`config.mk`:
```
export PLATFORM = sky130hd
export DESIGN_NAME = imem_loader
export DESIGN_NICKNAME = d
export VERILOG_FILES = /design/src/rtl/imem_loader.sv
export SDC_FILE = /design/constraint.sdc
export NUM_CORES = 1
export LEC_CHECK = 0
export CORE_ASPECT_RATIO = 1.1
export CORE_MARGIN = 1
export CORE_UTILIZATION = 51
export CTS_CLUSTER_DIAMETER = 60
export DETAILED_ROUTE_END_ITERATION = 6
export PLACE_DENSITY = 0.88
export SYNTH_ARGS = -nofsm -noshare
export SYNTH_HDL_FRONTEND = slang
export SYNTH_SLANG_ARGS = --single-unit
```
`constraint.sdc`:
```
create_clock -name clk -period 1.6 [get_ports clk]
set_input_delay 0.4 -clock clk [delete_from_list [all_inputs] [get_ports clk]]
set_output_delay 0.4 -clock clk [all_outputs]
set_load 0.02 [all_outputs]
```
`src/rtl/imem_loader.sv`:
```
// Byte-stream loader for the 16-bit instruction memory; holds the CPU in reset while loading.
// Optional checksum byte after the data is enabled by defining IMEM_LOADER_CHECKSUM_EN.
module imem_loader #(
  parameter int unsigned DEPTH  = 16,
  parameter int unsigned ADDR_W = 4
) (
  input  logic              clk,
  input  logic              reset,
  input  logic              load_start,
  input  logic [7:0]        in_data,
  input  logic              in_valid,
  output logic              in_ready,
  output logic              wr_en,
  output logic [ADDR_W-1:0] wr_addr,
  output logic [15:0]       wr_data,
  output logic              cpu_hold,
  output logic              busy,
  output logic              done,
  output logic              err
);

`ifdef IMEM_LOADER_CHECKSUM_EN
  typedef enum logic [2:0] {S_IDLE, S_COUNT, S_HI, S_LO, S_CHK, S_DONE} state_t;
`else
  typedef enum logic [2:0] {S_IDLE, S_COUNT, S_HI, S_LO, S_DONE} state_t;
`endif

  state_t            state;
  logic [ADDR_W-1:0] idx;
  logic [ADDR_W-1:0] last_idx;
  logic [7:0]        hi_byte;
  logic              take;
`ifdef IMEM_LOADER_CHECKSUM_EN
  logic [7:0]        csum;
`endif

  assign take = in_valid && in_ready;

  always_ff @(posedge clk or posedge reset) begin
    if (reset) begin
      state    <= S_IDLE;
      in_ready <= 1'b0;
      wr_en    <= 1'b0;
      wr_addr  <= '0;
      wr_data  <= '0;
      cpu_hold <= 1'b0;
      busy     <= 1'b0;
      done     <= 1'b0;
      err      <= 1'b0;
      idx      <= '0;
      last_idx <= '0;
      hi_byte  <= '0;
`ifdef IMEM_LOADER_CHECKSUM_EN
      csum     <= '0;
`endif
    end else begin
      wr_en <= 1'b0;
      done  <= 1'b0;
      case (state)
        S_IDLE: begin
          if (load_start) begin
            state    <= S_COUNT;
            err      <= 1'b0;
            idx      <= '0;
            busy     <= 1'b1;
            cpu_hold <= 1'b1;
            in_ready <= 1'b1;
          end
        end
        S_COUNT: begin
          if (take) begin
            if (in_data == 8'd0 || 32'(in_data) > DEPTH) begin
              err      <= 1'b1;
              in_ready <= 1'b0;
              done     <= 1'b1;
              state    <= S_DONE;
            end else begin
              // Store N-1 so the last-word test is a plain index compare.
              last_idx <= ADDR_W'(in_data - 8'd1);
`ifdef IMEM_LOADER_CHECKSUM_EN
              csum     <= in_data;
`endif
              state    <= S_HI;
            end
          end
        end
        S_HI: begin
          if (take) begin
            hi_byte <= in_data;
`ifdef IMEM_LOADER_CHECKSUM_EN
            csum    <= csum ^ in_data;
`endif
            state   <= S_LO;
          end
        end
        S_LO: begin
          if (take) begin
            wr_en   <= 1'b1;
            wr_addr <= idx;
            wr_data <= {hi_byte, in_data};
            idx     <= idx + ADDR_W'(1);
`ifdef IMEM_LOADER_CHECKSUM_EN
            csum    <= csum ^ in_data;
`endif
            if (idx == last_idx) begin
`ifdef IMEM_LOADER_CHECKSUM_EN
              state    <= S_CHK;
`else
              in_ready <= 1'b0;
              done     <= 1'b1;
              state    <= S_DONE;
`endif
            end else begin
              state <= S_HI;
            end
          end
        end
`ifdef IMEM_LOADER_CHECKSUM_EN
        S_CHK: begin
          if (take) begin
            if (in_data != csum) err <= 1'b1;
            in_ready <= 1'b0;
            done     <= 1'b1;
            state    <= S_DONE;
          end
        end
`endif
        S_DONE: begin
          busy     <= 1'b0;
          cpu_hold <= 1'b0;
          state    <= S_IDLE;
        end
        default: state <= S_IDLE;
      endcase
    end
  end

endmodule

```
==> results of run 1 <==
==> placed cells by master (no fill, tap or decap), types with 2 or more instances in the layout <==
master	n
dfrtp_1	43
dlygate4sd2_1	28
mux2_2	25
buf_4	20
clkdlybuf4s50_1	9
nor2_1	7
nand2_1	6
clkbuf_8	6
nor3_1	5
mux2_4	4
o21ai_0	4
xnor2_1	4
nand3_1	3
a21oi_1	3
inv_1	3
xor2_1	2
nand4_1	2
inv_2	2
or2_2	2
clkinv_2	2
==> layer usage <==
| layer | global-route usage [%] | vias up |
|---|---|---|
| met2 | 41.1 | 34 |
| li1 | - | 623 |
| met5 | 0 | - |
| met4 | 10.5 | 0 |
| met3 | 5.83 | 15 |
| met1 | 25.4 | 670 |
==> state kept, by name, indices dropped and copies added (netlist names) <==
name      cells
last_idx      4
wr_data      16
idx           4
hi_byte       8
wr_addr       4
err           1
busy          1
done          1
in_ready      1
state         3
wr_en         1
==> worst min-delay path, delay by kind of cell <==
kind | cells | cell delay, ns
buffers and inverters | 3 | 0.73
==> worst paths after layout <==
path / endpoint / slack, ns / start
worst max-delay path: done / 0.03 / in_data[2]
worst min register to register: wr_data[1] / 0.48 / wr_data[1]
worst min-delay path: wr_en / 0.46 / reset
max in group asynchronous: state[1] / 0.93 / reset
worst max register to register: hi_byte[5] / 0.07 / state[2]
min in group clk: wr_data[1] / 0.48 / wr_data[1]
==> cell type report <==
| cell class | instances | area [sq um] | share of cell area (%) |
|---|---|---|---|
| clock buffer | 6 | 82.6 | 3.16 |
| clock inverter | 2 | 10.0 | 0.384 |
| inverter | 6 | 30.0 | 1.15 |
| multi-input combinational | 90 | 806 | 30.9 |
| sequential | 44 | 1100 | 42.2 |
| tap | 50 | 62.6 | 2.40 |
| timing repair buffer | 59 | 517 | 19.8 |
==> what timing repair did <==
action | in CTS | in global routing
setup buffers | 3 | 1
setup endpoints to repair | 36 | 27
pin swaps | 2 | 3
gates cloned | 0 | 0
resized for setup | 34 | 8
==> power by group through the flow <==
stage | combinational, mW | clock, mW | sequential, mW
3_3_place_gp | 1.43 | 0 | 1.74
4_1_cts | 1.38 | 0.731 | 1.73
6_report | 1.38 | 0.716 | 1.74
3_5_place_dp | 1.49 | 0 | 1.76
2_1_floorplan | 0.722 | 0 | 1.90
5_1_grt | 1.49 | 0.771 | 1.80
==> cell families (layout without fill, tap and decap cells) <==
logic type                 Yosys count  count (layout)
DFF                                 44              44
and+or+nand+nor                     35              35
muxes                               30              30
AOI/OAI and AO/OA                   16              16
buffers and inverters               12              73
xor gates and xnor gates             7               7
adders and majority gates            2               2
==> through the flow <==
step	util (%)	worst slack, ns	hold WS (ns)
floorplan	-	0.0336	0.475
global placement	67.6	-0.520	0.485
detailed placement	67.6	-0.587	0.482
CTS	70.4	0.000176	0.460
global route	71.4	-0.0267	0.500
finish	71.4	0.0254	0.455
==> summary.md, run 1 <==
| Metric | Value |
|---|---|
| M1 wire length | `1570 um` |
| Num ports | `38` |
| Die area | `4070 sq um` |
| WL/cell | `15.6 um` |
| Routed wl met3 | `147 um` |
| RSZ-0062 raised after global routing | `yes` |
| Crit-path cells | `clkdlybuf4s50_1 -> nor3b_4 -> xnor2_2 -> buf_4 -> a21boi_2 -> or2_2` |
| Total wire length | `4020 um` |
| Maximum VDD drop | `0.947 mV` |
| Status | `finished clean` |
| Async set or reset register ratio after synthesis | `100%` |
| Net Sw Power | `1.32 mW` |
| Setup Skew | `0.0102 ns` |
| Clock slew at reported path FFs | `0.08 ns` |
| CP max-delay cell | `clkdlybuf4s50_1` |
| P&R area growth vs syn | `34.1%` |
| Synth top area cells | `dfrtp_1, mux2_2, xnor2_1` |
| Cell with the most instances after synthesis | `dfrtp_1` |
| Sequential Power Share | `45.3%` |
| Initial core utilization | `53.2%` |
| Total CTS buffers | `5` |
| Worst Setup End Kind | `register` |
| First-pass GRT wire length | `6530 um` |
| Ant. Diodes | `0` |
| Internal power | `2.52 mW` |
| Ys flop type | `dfrtp_1` |
| Layout Cells excl Fill | `257` |
| Endpoints failing hold | `0` |
| R2R depth | `4` |
| Largest stage delay, worst path | `0.46 ns` |
| Adder-Cell Fraction of Synth Area | `1.29%` |
| Crit path DAT | `1.76 ns` |
| Vias in the first global route | `1,417` |
| Clk pwr share | `18.6%` |
| Layout cells sized above 1 | `39.1%` |
| Syn Inst Count | `146` |
| Synth top area share | `56.6%` |
| Avg Inst Size Synth | `13.3 sq um` |
| # rows | `23` |
| Routed via count | `1,342` |
| Synth Area in XOR/XNOR | `3.54%` |
| Critical path peak fanout | `4` |
| H-tree Lvls | `2` |
| Post-Syn Area | `1950 sq um` |
| CP Buf/Inv Count | `2` |
| Clock buffer depth | `2` |
| FF+latch count, synth | `44` |
| Final Wtd Congestion | `0.760` |
| Drt pass-1 iters | `4` |
| Compound-Gate Fraction of Synth Area | `5.59%` |
| DR iter-0 viols | `21` |
| Crit path depth | `6` |
| Combinational family with the most area after synthesis | `multiplexers` |
| Global-route usage over all layers | `23.1%` |
| Fmax | `0.635 GHz` |
| Worst hold path class | `in2async` |
| Top delay family on crit path | `buffers and inverters` |
| Synth Net Count | `160` |
| Area leader, netlist | `dfrtp_1` |
| Comb pwr share | `36.1%` |
| Final setup TNS | `0 ns` |
| Multiplexer share of the synthesized area | `17.7%` |
| Total Power | `3.84 mW` |
| Post-Synth Simple-Gate Area | `11.3%` |
| Core area | `3650 sq um` |
| Hold_buf cts | `0` |
| WS Path Type | `in2reg` |
| Yosys warnings | `0` |
| Initial antenna violation count | `0` |
| Relative slew margins | `77.2%` |
| Die Height | `66.8 um` |
| Vias/cell | `5.22` |
| Type of origin of the critical path | `input pin` |
| Area after DPL | `2470 sq um` |
| Min cycle time layout | `1.57 ns` |
| Top Layer Used | `met4` |
| Period utilization | `98.4%` |
| Clk_lat worst skew | `0.30 ns` |
| CTS tree | `yes` |
| Pin slew with the least headroom to its limit | `0.342 ns` |
| Setup violators final | `0` |
| Max Cap Violations | `0` |
| Yosys cell types | `38` |
| Clk sinks | `44` |
| Largest net degree at the start of global routing | `45` |
| Synth cell count leaders | `dfrtp_1, mux2_2, nand2_1, nor2_1, nor3_1` |
| Worst EP required | `1.79 ns` |
| Antenna Nets Post-Route | `0` |
| Fillers | `265` |
| Final slew viol count | `0` |
| Register area share after synthesis | `56.6%` |
| Leak pwr | `1.36 nW` |
| DRC Markers | `0` |
| Hpwl dp | `2740 um` |
| Nets | `220` |
| Pwr/cell area | `1470 nW/um^2` |
| Post-synth EDFFs | `0` |
| GRT overflow | `0` |
| Switching share of power | `34.5%` |
| Die width | `60.9 um` |
| Routed wl met2 | `2160 um` |
| Final instance area | `2610 sq um` |
| Clock root buffer | `clkbuf_8` |
| PortBufs | `37` |
| Placed cells | `245` |
Note: power is estimated with default switching activity, not from simulation.
==> inputs of run 2 (changes only) <==
--- a/config.mk
+++ b/config.mk
@@ -7,10 +7,12 @@
 export LEC_CHECK = 0
 export CORE_ASPECT_RATIO = 1.1
 export CORE_MARGIN = 1
-export CORE_UTILIZATION = 51
+export CORE_UTILIZATION = 46
 export CTS_CLUSTER_DIAMETER = 60
 export DETAILED_ROUTE_END_ITERATION = 6
-export PLACE_DENSITY = 0.88
+export MAX_ROUTING_LAYER = met4
+export PLACE_DENSITY = 0.84
+export SETUP_SLACK_MARGIN = 0.15
 export SYNTH_ARGS = -nofsm -noshare
 export SYNTH_HDL_FRONTEND = slang
 export SYNTH_SLANG_ARGS = --single-unit
==> constraint.sdc (replaced) <==
create_clock -name clk -period 1.39 [get_ports clk]
set_input_delay 0.3475 -clock clk [delete_from_list [all_inputs] [get_ports clk]]
set_output_delay 0.3475 -clock clk [all_outputs]
set_load 0.02 [all_outputs]
==> run 2 against run 1 <==
Compared with the run above:
- the flow now finishes with violations (negative setup slack)
- power up 30%
- critical path type is now reg2reg
- worst setup slack worse by 0.060 ns
- clock skew is 0.0013 ns lower
- critical endpoint is now idx[2]
- clock power up 17%
- largest cell class unchanged
==> summary.md, run 2 (synthesis gave the netlist of run 1 again) <==
| Metric | Value |
|---|---|
| Pwr/cell area | `1730 nW/um^2` |
| Reg2reg setup slack | `-0.04 ns` |
| RSZ-0062 raised after global routing | `yes` |
| Clock slew at reported path FFs | `0.08 ns` |
| Vias/cell | `5.26` |
| Top delay family on crit path | `flip-flops` |
| Reg-to-reg endpoint | `idx[2]` |
| Core area | `3990 sq um` |
| Top Registers | `wr_data (16), hi_byte (8)` |
| Largest stage delay, worst path | `0.46 ns` |
| Nets | `236` |
| Clk sinks | `44` |
| Final instance area | `2890 sq um` |
| Initial antenna violation count | `0` |
| Commonest non-fill, non-tap cell in the layout | `dfrtp_1` |
| FF-to-FF Start | `state[0]` |
| WL/cell | `18.2 um` |
| Initial core utilization | `48.7%` |
| Clock root buffer | `clkbuf_8` |
| Endpoints failing hold | `0` |
| Type of origin of the critical path | `register` |
| Final setup TNS | `-0.0989 ns` |
| Min cycle time layout | `1.43 ns` |
| DRC Markers | `0` |
| Final Core Density | `72.3%` |
| Die area | `4490 sq um` |
| Fin Hold WS | `0.352 ns` |
| PortBufs | `37` |
| Pin slew with the least headroom to its limit | `0.255 ns` |
| GRT overflow | `0` |
| CP max-delay cell | `dfrtp_2` |
| Worst EP required | `1.58 ns` |
| DR iter-0 viols | `32` |
| Most frequent cells in the layout | `dfrtp_1, buf_4, mux2_4, buf_2` |
| Hold endpoint | `wr_data[1]` |
| Area after DPL | `2690 sq um` |
| Setup violators final | `6` |
| Layout cells sized above 1 | `64.6%` |
| Die width | `64.0 um` |
| Period utilization | `103%` |
| Critical path peak fanout | `6` |
| Crit-path cells | `or3b_4 -> a21o_4 -> o21ba_1` |
| Num ports | `38` |
| Maximum VDD drop | `0.852 mV` |
| Total Power | `4.99 mW` |
| Hold Path Cell Cnt | `3` |
| Setup Skew | `0.00889 ns` |
| Clock buffer depth | `2` |
| Final slew viol count | `0` |
| R2R depth | `3` |
| Violated checks | `negative setup slack` |
| P&R area growth vs syn | `48.5%` |
| CTS tree | `yes` |
| Layout Cells excl Fill | `275` |
| H-tree Lvls | `2` |
| First-pass GRT wire length | `7710 um` |
| Antenna Nets Post-Route | `0` |
| Worst hold path class | `in2reg` |
| Crit path DAT | `1.62 ns` |
| Final Wtd Congestion | `0.876` |
| Fmax | `0.702 GHz` |
| Relative slew margins | `82.9%` |
| Total wire length | `5020 um` |
| # rows | `24` |
| WS Path Type | `reg2reg` |
| Total CTS buffers | `5` |
| Fillers | `262` |
| Status | `finished, violations left` |
| CP Buf/Inv Count | `0` |
| Max reg flops | `16` |
| Clk_lat worst skew | `0.30 ns` |
| Drt pass-1 iters | `4` |
| Placed cells | `255` |
| Largest net degree at the start of global routing | `45` |
| Die Height | `70.2 um` |
| Top reg by flops | `wr_data` |
| Routed via count | `1,447` |
| Max Cap Violations | `0` |
| Pre-CTS setup slack | `-0.772 ns` |
| Crit path from | `state[0]` |
| Hpwl dp | `3070 um` |
| Ant. Diodes | `0` |
| Leak pwr | `1.45 nW` |
| Slack of the critical path | `-0.0350 ns` |
| Global-route usage over all layers | `23.7%` |
| Vias in the first global route | `1,494` |
| Worst Setup End Kind | `register` |
| HP Start | `in_data[1]` |
==> run 2: worst max path at each step <==
stage,endpoint,slack (ns),depth (start not counted)
3_5_place_dp,last_idx[0],-0.77,7
3_3_place_gp,last_idx[0],-0.71,7
2_1_floorplan,hi_byte[0],-0.07,4
4_1_cts,last_idx[0],-0.02,4
5_1_grt,last_idx[0],-0.09,4
6_report,idx[2],-0.04,3
==> run 2: worst register-to-register path: stages (launching register included) <==
cell,delay [ns]
dfrtp_2,0.46
or3b_4,0.45
a21o_4,0.25
o21ba_1,0.17
==> run 2: layout make-up <==
| class | count | area [sq um] | area share [%] |
|---|---|---|---|
| sequential | 44 | 1110 | 38.4 |
| tap | 52 | 65.1 | 2.25 |
| inverter | 6 | 58.8 | 2.04 |
| clock inverter | 1 | 7.51 | 0.260 |
| timing repair buffer | 74 | 569 | 19.7 |
| timing repair inverter | 1 | 16.3 | 0.563 |
| clock buffer | 7 | 86.3 | 2.99 |
| multi-input combinational | 90 | 976 | 33.8 |
==> run 2: what timing repair did <==
item	in CTS	in global routing
buffers inserted	2	9
setup endpoints to repair	68	45
hold buffers	0	0
resized for setup	140	26
cloned	1	0
pin swaps	6	8
==> run 2: where the power goes <==
group / switching (mW) / total (mW) / internal (mW)
clock: 0.433 / 0.837 / 0.404
combinational: 0.968 / 2.09 / 1.13
sequential: 0.350 / 2.06 / 1.71
==> run 2: layer usage <==
metal	share of wire (%)	global-route usage, %	wire length [um]	up-vias
met3	2.9	4.08	148	15
met2	53	38.3	2640	36
met1	41	29.6	2070	737
li1	-	-	-	659
met5	0	-	0	-
met4	3.2	9.09	161	0
